File: src/rtl/array_seq_ctrl.sv
// Array sequencer: accepts one command, then steps IDLE -> SETUP -> ACTIVE -> DONE.
// Define ARRAY_BCAST_EN to turn op 11 into an all-bank write; otherwise op 11 is a NOP.
module array_seq_ctrl #(
    parameter int unsigned NUM_BANKS = 16,
    parameter int unsigned MAC_CYC   = 4,
    parameter int unsigned WR_CYC    = 2,
    localparam int unsigned SEL_W    = $clog2(NUM_BANKS)
) (
    input  logic                 clk,
    input  logic                 rst_n,
    input  logic                 cmd_valid,
    output logic                 cmd_ready,
    input  logic [1:0]           op_code,
    input  logic [SEL_W-1:0]     bank_sel,
    input  logic [7:0]           word,
    input  logic                 abort,
    output logic [7:0]           word_q,
    output logic                 mac_en,
    output logic                 read_bar,
    output logic                 w_en,
    output logic [NUM_BANKS-1:0] bank_en,
    output logic                 done,
    output logic                 err
);

    typedef enum logic [1:0] {StIdle, StSetup, StActive, StDone} state_e;

    localparam logic [1:0]   OpMac   = 2'b00;
    localparam logic [1:0]   OpRead  = 2'b01;
    localparam logic [1:0]   OpBcast = 2'b11;
    localparam logic [7:0]   MacLd   = 8'(MAC_CYC - 1);
    localparam logic [7:0]   WrLd    = 8'(WR_CYC - 1);
    localparam logic [SEL_W:0] NbLim = (SEL_W + 1)'(NUM_BANKS);

    state_e           state_q, state_d;
    logic [1:0]       op_q, op_d;
    logic [SEL_W-1:0] sel_q, sel_d;
    logic [7:0]       word_d;
    logic [7:0]       cnt_q, cnt_d;
    logic             err_q, err_d;
    logic [7:0]       len_ld;
    logic             sel_bad;
    logic [NUM_BANKS-1:0] sel_mask;

    // State and datapath registers
    always_ff @(posedge clk or negedge rst_n) begin
        if (!rst_n) begin
            state_q <= StIdle;
            op_q    <= 2'b00;
            sel_q   <= '0;
            word_q  <= 8'h00;
            cnt_q   <= 8'h00;
            err_q   <= 1'b0;
        end else begin
            state_q <= state_d;
            op_q    <= op_d;
            sel_q   <= sel_d;
            word_q  <= word_d;
            cnt_q   <= cnt_d;
            err_q   <= err_d;
        end
    end

    always_comb begin
        len_ld = WrLd;
        if (op_code == OpMac) begin
            len_ld = MacLd;
        end else if (op_code == OpRead) begin
            len_ld = 8'h00;
        end
    end

    assign sel_bad = ({1'b0, bank_sel} >= NbLim);

    // Next-state logic
    always_comb begin
        state_d = state_q;
        op_d    = op_q;
        sel_d   = sel_q;
        word_d  = word_q;
        cnt_d   = cnt_q;
        err_d   = err_q;
        unique case (state_q)
            StIdle: begin
                if (cmd_valid) begin
                    op_d   = op_code;
                    sel_d  = bank_sel;
                    word_d = word;
                    cnt_d  = len_ld;
                    err_d  = 1'b0;
                    if (op_code == OpBcast) begin
`ifdef ARRAY_BCAST_EN
                        state_d = StSetup;
`else
                        state_d = StDone;
`endif
                    end else if (sel_bad) begin
                        state_d = StDone;
                        err_d   = 1'b1;
                    end else begin
                        state_d = StSetup;
                    end
                end
            end
            StSetup: begin
                if (abort) begin
                    state_d = StDone;
                    err_d   = 1'b1;
                end else begin
                    state_d = StActive;
                end
            end
            StActive: begin
                // Abort takes priority even on the final active cycle
                if (abort) begin
                    state_d = StDone;
                    err_d   = 1'b1;
                end else if (cnt_q == 8'h00) begin
                    state_d = StDone;
                end else begin
                    cnt_d = cnt_q - 8'h01;
                end
            end
            StDone: begin
                state_d = StIdle;
            end
            default: begin
                state_d = StIdle;
            end
        endcase
    end

    always_comb begin
        sel_mask = {{(NUM_BANKS - 1){1'b0}}, 1'b1} << sel_q;
`ifdef ARRAY_BCAST_EN
        if (op_q == OpBcast) begin
            sel_mask = {NUM_BANKS{1'b1}};
        end
`endif
    end

    // Output decode
    always_comb begin
        cmd_ready = 1'b0;
        bank_en   = '0;
        mac_en    = 1'b0;
        read_bar  = 1'b1;
        w_en      = 1'b0;
        done      = 1'b0;
        err       = 1'b0;
        unique case (state_q)
            StIdle: begin
                cmd_ready = rst_n;
            end
            StSetup: begin
                bank_en = sel_mask;
            end
            StActive: begin
                bank_en = sel_mask;
                unique case (op_q)
                    OpMac:   mac_en   = 1'b1;
                    OpRead:  read_bar = 1'b0;
                    default: w_en     = 1'b1;
                endcase
            end
            StDone: begin
                done = 1'b1;
                err  = err_q;
            end
            default: begin
                cmd_ready = 1'b0;
            end
        endcase
    end

endmodule

File: config.mk
export PLATFORM = sky130hd
export DESIGN_NAME = array_seq_ctrl
export DESIGN_NICKNAME = d
export VERILOG_FILES = /design/src/rtl/array_seq_ctrl.sv
export SDC_FILE = /design/constraint.sdc
export NUM_CORES = 1
export LEC_CHECK = 0
export CORE_MARGIN = 3
export CORE_UTILIZATION = 45
export DETAILED_ROUTE_END_ITERATION = 12
export GPL_TIMING_DRIVEN = 0
export PLACE_DENSITY = 0.79
export SYNTH_ARGS = -nofsm -noshare
export SYNTH_HDL_FRONTEND = slang
export SYNTH_SLANG_ARGS = --single-unit
File: constraint.sdc
create_clock -name clk -period 2.11 [get_ports clk]
set_input_delay 0.211 -clock clk [delete_from_list [all_inputs] [get_ports clk]]
set_output_delay 0.211 -clock clk [all_outputs]
set_load 0.01 [all_outputs]
==> results.toml <==
[global_routing]
grt_overflow = 0
grt.busiest_layer = "met2"
grtUsageMet1_pct = 27.31
track_usage_pct = 20.16
grt_max_degree = 15
grt_pass1_wl_um = 5699
grt_pass1_vias = 1268
use_met2_pct = 32.88
grt_util_met3_pct = 2.686
grt_antenna_before_repair = 0

[sta]
worst_pin_slew_ns = 0.6448
fin_crit_ns = 1.985
rsz0062_at_grt = "false"
report.final.hold_viol_count = 0
tns_ns = 0
fin_ws_ns = 0.1252
period_share_pct = 94.07
max_clock_freq_mhz = 503.8
finalSetupViolCount = 0
slew-limit-headroom_pct = 56.87
finalMaxSlewViolations = 0
clock_skew_ns = 0.006792

[cells_and_area]
final_util_pct = 69.74
final_cell_count_no_fill = 226
drive_above_1_share_pct = 18.46
multi_input_area_um2 = 770.7
final-seq-area_um2 = 625.6
nets = 220
fillers = 243
syn_to_final_growth_pct = 42.09
diodes = 0

[worst_setup_path]
start_kind = "flip-flop"
path_class = "reg2out"
cp-end-kind = "output pin"
worstReg2RegStart = "cnt_q[0]"
crit_fanout = 6
cp_data_arrival_time_ns = 1.77
startpoint = "state_q[1]"
critical_path_required_ns = 1.90

[clock_network]
cts_tree = "yes"
clkTransAtPathRegs_ns = 0.14
clk_path_buf_depth = 2
cts_inserted_buffers = 3
cts_max_level = 1
clock_latency_ns = 0.32
cts_sinks = 25
cts-root-buf = "clkbuf_4"

[synthesis]
synthesis.nets = 164
synthFlopType = "dfrtp_1"
syn_avg_cell_area_um2 = 10.00
syn_area_um2 = 1400
synth.distinct_cells = 34
synth_sequential_area_ratio_pct = 44.68
synth-edff-count = 0
synth-seq-cells = 25
async_reset_ff_share_pct = 100.0
yosysWarnings = 0
synthCells = 140

[placed_design]
gp_congestion = 0.9148
dp.cells = 218
dp_hpwl_um = 2714
port_buffers = 47
dpl_worst_slack_ns = -0.3896

[job]
drv_cap = 0

[route]
ant_nets = 0
drc = 0
vias_per_cell = 5.677
num_vias = 1283
routed_wl_um = 3536
wl_per_cell_um = 15.65
first_pass_iters = 4
initialDrtViolationCount = 52

[power_and_ir_drop]
p_switching_uw = 1131
power_frac_seq_pct = 34.0
p_clk_share_pct = 7.8
ir_worst_vdd_mv = 0.7152
power_frac_comb_pct = 58.1
leakagePower_uw = 0.0009532
powerDensity_nw_per_um2 = 1374
internal_power_uw = 1603
p_sw_share_pct = 41.36

[die]
coreArea_um2 = 2853
io_pins = 48
die-area_um2 = 3817
die_y_um = 61.78
rows = 19
initial_core_util_pct = 49.08
die-width_um = 61.78

[hold_path]
hp-class = "in2async"

[run_status]
outcome = "finished clean"
## synthesized netlist by cell type, types with 3 or more instances
| cell type | n | area share [%] |
|---|---|---|
| a21oi_1 | 5 | 1.8 |
| and2_1 | 4 | 1.8 |
| dfrtp_1 | 25 | 45 |
| ha_1 | 6 | 5.4 |
| inv_1 | 8 | 2.1 |
| mux2_2 | 13 | 10 |
| mux2i_1 | 5 | 3.6 |
| nand2_1 | 9 | 2.4 |
| nand2b_1 | 3 | 1.3 |
| nand3_1 | 4 | 1.4 |
| nand3b_1 | 3 | 1.6 |
| nand4_1 | 4 | 1.8 |
| nor2_1 | 17 | 4.6 |
| nor3_1 | 7 | 2.5 |
| o21ai_0 | 4 | 1.4 |
## metrics by stage
stage	cell area (um^2)	hold WS [ns]	total power, uW
floorplan	1400	-0.08459	1813
global placement	1909	0.4881	2343
detailed placement	1909	0.4984	2433
CTS	2008	0.3995	2752
global route	1989	0.3351	2970
finish	1989	0.3100	2734
## kinds of logic (layout without fill, tap and decap cells)
logic type	after synthesis	after routing	synth area share [%]
AO/OA/AOI/OAI	20	20	9.920
buffers and inverters	11	66	3.128
AND/OR/NAND/NOR	60	60	22.88
multiplexers	18	18	14.03
flip-flops	25	25	44.68
adder cells (fa/ha/maj)	6	6	5.362
## layer usage
metal  vias up  routed length, um
met5         -                  0
met4         0                 40
met3         5                164
met2        41               1879
met1       626               1451
li1        611                  -
## registers in the layout, summed over array words and instances, names as in the netlist
register / flops
cnt_q: 8
err_q: 1
op_q: 2
sel_q: 4
state_q: 2
word_q: 8
## what timing repair did
action / 4_1_cts / 5_1_grt
setup buffers: 3 / 0
hold buffers: 2 / 0
endpoints found under the setup margin: 20 / 9
hold endpoints to repair: 14 / 0
resized for setup: 29 / 14
## layout by cell type (no fill, tap or decap), drive strengths merged, types with 7 or more instances in the layout
cell and count:
clkdlybuf4s50 27, dfrtp 25, nor2 17, mux2 13
dlygate4sd2 11, nand2 9, inv 8, nor3 7
buf 7
## worst max-delay path, cell delays in order, from the launching register on
cell     delay (ns)
dfrtp_1        0.37
inv_1          0.08
ha_4           0.31
inv_1          0.06
or3_4          0.35
nor3_2         0.12
buf_2          0.15
## path summary, 6_finish.rpt
check	cells past startpoint	to	slack, ns
worst max-delay path	6	bank_en[0]	0.13
worst min-delay path	2	cnt_q[3]	0.31
worst max register to register	6	cnt_q[2]	0.27
worst min register to register	1	cnt_q[6]	0.52
max in group asynchronous	3	word_q[7]	0.47
min in group clk	2	sel_q[1]	0.49
## cell type report
cell class	instances	share of cell area (%)
clock buffers	3	1.132
repair buffers	52	24.34
well taps	31	1.950
flip-flops and latches	25	31.45
clock inverters	1	0.2516
plain buffers	2	0.6289
inverters	8	1.509
multi-input cells	104	38.74
## power groups by stage
stage               registers, uW  clock network [uW]  logic, uW
detailed placement            944                   0       1490
floorplan                     938                   0        874
finish                        930                 214       1590
CTS                           926                 225       1600
global placement              923                   0       1420
global route                  969                 247       1750
(Power assumes the default switching activity.)
